<file path="config.mk">
export PLATFORM = sky130hd
export DESIGN_NAME = uart_transmitter
export DESIGN_NICKNAME = d
export VERILOG_FILES = /design/src/rtl/uart_transmitter.sv
export SDC_FILE = /design/constraint.sdc
export NUM_CORES = 1
export LEC_CHECK = 0
export CAP_MARGIN = 15
export CORE_MARGIN = 2
export CORE_UTILIZATION = 51
export DETAILED_ROUTE_END_ITERATION = 10
export PLACE_DENSITY = 0.8
export SLEW_MARGIN = 0
export SYNTH_ARGS = -nofsm -noshare
export SYNTH_HDL_FRONTEND = slang
export SYNTH_SLANG_ARGS = --single-unit
</file>
<file path="constraint.sdc">
create_clock -name clock -period 1.9 [get_ports clock]
set_input_delay 0.285 -clock clock [delete_from_list [all_inputs] [get_ports clock]]
set_output_delay 0.285 -clock clock [all_outputs]
set_load 0.1 [all_outputs]
</file>
<file path="src/rtl/uart_transmitter.sv">
// UART transmitter: 8N1 frames, LSB first, with a one-byte holding buffer for back-to-back output.
// Define UART_TX_PARITY_EN to insert an even-parity bit between the data and stop bits.
module uart_transmitter #(
  parameter int CLOCK_FREQUENCY = 100000000,
  parameter int BAUD_RATE       = 115200,
  parameter int STOP_BITS       = 1
) (
  input  logic       clock,
  input  logic       reset,
  input  logic [7:0] data_in,
  input  logic       data_in_valid,
  output logic       data_in_ready,
  output logic       uart_transmit,
  output logic       busy
);

  localparam int CYCLES_PER_BIT = CLOCK_FREQUENCY / BAUD_RATE;
  localparam int BAUD_W = (CYCLES_PER_BIT > 1) ? $clog2(CYCLES_PER_BIT) : 1;
  localparam logic [BAUD_W-1:0] BAUD_LAST = BAUD_W'(CYCLES_PER_BIT - 1);
  localparam logic STOP_LAST = (STOP_BITS == 2);

  if (CYCLES_PER_BIT < 2) begin : g_badCyclesPerBit
    $error("uart_transmitter: CLOCK_FREQUENCY / BAUD_RATE must be at least 2");
  end
  if (STOP_BITS != 1 && STOP_BITS != 2) begin : g_badStopBits
    $error("uart_transmitter: STOP_BITS must be 1 or 2");
  end

  typedef enum logic [2:0] {
    IDLE,
    START,
    DATA,
`ifdef UART_TX_PARITY_EN
    PARITY,
`endif
    STOP
  } state_t;

  state_t            r_state;
  logic [BAUD_W-1:0] r_baudCount;
  logic [2:0]        r_bitIndex;
  logic              r_stopCount;
  logic [7:0]        r_shift;
  logic [7:0]        r_hold;
  logic              r_holdFull;
  logic              r_tx;
`ifdef UART_TX_PARITY_EN
  logic              r_parity;
  logic              w_parityNext;
`endif

  state_t            w_stateNext;
  logic [BAUD_W-1:0] w_baudNext;
  logic [2:0]        w_bitIndexNext;
  logic              w_stopNext;
  logic [7:0]        w_shiftNext;
  logic [7:0]        w_holdNext;
  logic              w_holdFullNext;
  logic              w_txNext;
  logic              w_accept;
  logic              w_bitEnd;
  logic              w_loadByte;
  logic [7:0]        w_loadValue;

  assign w_accept = data_in_valid && !r_holdFull;
  assign w_bitEnd = (r_baudCount == BAUD_LAST);

  always_comb begin
    w_stateNext    = r_state;
    w_baudNext     = w_bitEnd ? '0 : r_baudCount + BAUD_W'(1);
    w_bitIndexNext = r_bitIndex;
    w_stopNext     = r_stopCount;
    w_shiftNext    = r_shift;
    w_holdNext     = r_hold;
    w_holdFullNext = r_holdFull;
    w_loadByte     = 1'b0;
    w_loadValue    = data_in;
`ifdef UART_TX_PARITY_EN
    w_parityNext   = r_parity;
`endif

    case (r_state)
      IDLE: begin
        w_baudNext = '0;
        if (w_accept) begin
          w_loadByte  = 1'b1;
          w_stateNext = START;
        end
      end
      START: begin
        if (w_bitEnd) begin
          w_stateNext    = DATA;
          w_bitIndexNext = 3'd0;
        end
      end
      DATA: begin
        if (w_bitEnd) begin
          w_shiftNext    = {1'b0, r_shift[7:1]};
          w_bitIndexNext = r_bitIndex + 3'd1;
          w_stopNext     = 1'b0;
          if (r_bitIndex == 3'd7) begin
`ifdef UART_TX_PARITY_EN
            w_stateNext = PARITY;
`else
            w_stateNext = STOP;
`endif
          end
        end
      end
`ifdef UART_TX_PARITY_EN
      PARITY: begin
        if (w_bitEnd) begin
          w_stateNext = STOP;
          w_stopNext  = 1'b0;
        end
      end
`endif
      STOP: begin
        if (w_bitEnd) begin
          if (r_stopCount == STOP_LAST) begin
            // Chain straight into the next start bit when a byte is waiting.
            if (r_holdFull) begin
              w_loadByte     = 1'b1;
              w_loadValue    = r_hold;
              w_holdFullNext = 1'b0;
              w_stateNext    = START;
            end else if (w_accept) begin
              w_loadByte  = 1'b1;
              w_stateNext = START;
            end else begin
              w_stateNext = IDLE;
            end
          end else begin
            w_stopNext = r_stopCount + 1'b1;
          end
        end
      end
      default: w_stateNext = IDLE;
    endcase

    if (w_loadByte) begin
      w_shiftNext    = w_loadValue;
      w_bitIndexNext = 3'd0;
`ifdef UART_TX_PARITY_EN
      w_parityNext   = ^w_loadValue;
`endif
    end

    if (w_accept && !w_loadByte) begin
      w_holdNext     = data_in;
      w_holdFullNext = 1'b1;
    end

    case (w_stateNext)
      START:   w_txNext = 1'b0;
      DATA:    w_txNext = w_shiftNext[0];
`ifdef UART_TX_PARITY_EN
      PARITY:  w_txNext = w_parityNext;
`endif
      default: w_txNext = 1'b1;
    endcase
  end

  always_ff @(posedge clock) begin
    if (reset) begin
      r_state     <= IDLE;
      r_baudCount <= '0;
      r_bitIndex  <= 3'd0;
      r_stopCount <= 1'b0;
      r_shift     <= 8'd0;
      r_hold      <= 8'd0;
      r_holdFull  <= 1'b0;
      r_tx        <= 1'b1;
`ifdef UART_TX_PARITY_EN
      r_parity    <= 1'b0;
`endif
    end else begin
      r_state     <= w_stateNext;
      r_baudCount <= w_baudNext;
      r_bitIndex  <= w_bitIndexNext;
      r_stopCount <= w_stopNext;
      r_shift     <= w_shiftNext;
      r_hold      <= w_holdNext;
      r_holdFull  <= w_holdFullNext;
      r_tx        <= w_txNext;
`ifdef UART_TX_PARITY_EN
      r_parity    <= w_parityNext;
`endif
    end
  end

  assign uart_transmit = r_tx;
  assign data_in_ready = !r_holdFull;
  assign busy          = (r_state != IDLE) || r_holdFull;

endmodule

</file>
==> impl_metrics.json <==
{
  "status": "finished, final reports clean",
  "fin_util_pct": 64.3,
  "hold_viol": 0,
  "finClkSkew_ns": 0.00907,
  "io_pins": 14,
  "ys_seq_area_share_pct": 41.5,
  "leakage_nw": 0.782,
  "grt_pass1_vias": 1215,
  "drtIter0Drc": 66,
  "fmax_ghz": 0.540,
  "startpoint_type": "flip-flop",
  "cts-root-buf": "clkbuf_4",
  "grt_pass1_wl_mm": 5.60,
  "critPathKind": "reg -> reg",
  "detail-route-antenna-nets": 0,
  "port_buffers": 13,
  "hold_class": "reg -> reg",
  "grt_overflow_total": 0,
  "ys.warnings.count": 0,
  "place_inst": 235,
  "synthCells": 178,
  "rows": 20,
  "synth.cell_area_um2": 1640,
  "avgRoutedWirePerCell_um": 14.3,
  "powerDensity_nw_per_um2": 718,
  "dieArea_um2": 3690,
  "globalplace.congestion": 0.794,
  "grt_setup_unrepaired": "yes",
  "drive_gt1_share_pct": 21.5,
  "vdd_drop_max_mv": 0.529,
  "ys.flop_type": "dfxtp_1",
  "ys_top_cells_by_area": "dfxtp_1 41%, nor2_1 5.9%, mux2i_1 5.5%, mux2_2 5.5%, a22oi_1 4.1%",
  "final_area_um2": 1960,
  "mostFrequentLayoutCells": "33 x dfxtp_1, 25 x nor2_1, 14 x nand2_1, 12 x buf_4, 10 x clkdlybuf4s50_1",
  "layout_commonest_cell": "dfxtp_1",
  "path_max_fanout": 8,
  "drtPass1Iterations": 4,
  "htreeDepth": 2,
  "dpl-instance-area_um2": 1850,
  "coreArea_um2": 3050,
  "max-cap-violations": 0,
  "die_w_um": 60.7,
  "cts_buffers": 5,
  "min_period_ns": 1.85,
  "start_util_pct": 53.7,
  "layout_worst_path_cycle_share_pct": 97.4,
  "die_h_um": 60.7,
  "drc": 0,
  "dr_total_vias": 1390,
  "cp-end-kind": "flip-flop",
  "finalNonFillerCells": 244,
  "drv_slew": 0,
  "final_net_count": 213,
  "clk-insertion-delay-late_ns": 0.33,
  "setup_viol": 0,
  "synth_edf_count": 0,
  "place.detailed.hpwl_mm": 2.44,
  "place_ws_ns": -0.131,
  "reg2regPathDepth": 7,
  "cp.arrival_ns": 2.07,
  "antenna_cells": 0,
  "synth.distinct_cells": 42,
  "synth.ff_latch_count": 34,
  "design_power_total_mw": 1.41,
  "synth_top_area_share_pct": 41.5,
  "clockBufferDepth": 2,
  "clk_pin_slew_ns": 0.11,
  "grt_max_degree": 25,
  "postCtsHoldBufs": 0,
  "async_flop_share_pct": 0,
  "yosysTopAreaCell": "dfxtp_1",
  "finalWorstSetupSlack_ns": 0.0494,
  "tritoncts": "yes",
  "clkSinkCount": 34,
  "syn2layout_area_growth_pct": 19.7,
  "avgViaCountPerCell": 5.70,
  "synth_area_per_cell_um2": 9.22,
  "synth_nets": 192,
  "crit_required_ns": 2.12,
  "holdPathStages": 2,
  "grt_use_total_pct": 20.5,
  "antenna_found_initial": 0,
  "wirelength_mm": 3.49
}
cell families (layout without fill, tap and decap cells):
family	after synthesis	count (layout)	share of synthesized area (%)
buf+inv	13	35	4.50
flops	34	34	41.5
simple gates	72	72	23.6
xor+xnor	10	10	5.34
other cells	1	1	0.229
compound gates	28	28	11.6
mux	17	17	11.0
fa+ha+maj	3	3	2.29
per-layer routing:
metal / share of wire [%] / track usage (%)
met1: 43 / 25.9
met4: 1.2 / 7.45
met2: 51 / 33.8
met3: 4.2 / 5.33
met5: 0 / 0
critical path, cell delays in order (launching register included):
cell and delay [ns]:
dfxtp_1 0.34, ha_1 0.21, nor3b_4 0.18, and3_1 0.21, a311o_2 0.40, buf_12 0.16
mux2i_1 0.18, nor2_1 0.07
cells in the mapped netlist, drive strengths merged, types with 6 or more instances:
cell type	count
a21oi	9
buf	8
mux2i	9
a22oi	9
xnor2	7
nor2	26
nand3	6
nand2	14
dfxtp	34
nor3	7
mux2	8
sequential cells by signal, summed over array words and instances (netlist names):
name and cells:
r_shift 8, uart_transmit 1, r_hold 8, r_holdFull 1, r_baudCount 10, r_bitIndex 3
r_state 3
worst paths after layout:
check,endpoint,slack (ns),start
worst max register to register,r_hold[5],0.05,r_baudCount[0]
worst min-delay path,r_shift[6],0.46,r_shift[6]
worst max-delay path,r_hold[5],0.05,r_baudCount[0]
worst min register to register,r_shift[6],0.46,r_shift[6]
area by class of cell:
| cell class | instances | area (um2) |
|---|---|---|
| timing repair buffer | 25 | 241 |
| multi-input combinational | 131 | 913 |
| clock buffer | 6 | 51.3 |
| clock inverter | 2 | 12.5 |
| sequential | 34 | 682 |
| tap | 44 | 55.1 |
| fill | 247 | 1090 |
| inverter | 2 | 7.51 |
per-stage QoR:
step                setup TNS (ns)  hold slack (ns)
floorplan                        0            0.429
global placement                 0            0.445
detailed placement          -0.692            0.449
CTS                              0            0.465
global route               -0.0824            0.484
finish                           0            0.464
power breakdown:
group          total (mW)  switching, mW  internal (mW)
registers           0.763         0.0211          0.742
clock network       0.421          0.243          0.178
logic               0.226          0.123          0.103
total                1.41          0.387           1.02
timing repair:
item / CTS / global route
buffers inserted: 0 / 1
resized for setup: 3 / 7
pin swaps: 0 / 1
hold endpoints to repair: 0 / 0
setup endpoints to repair: 9 / 24
(Power assumes the default switching activity.)
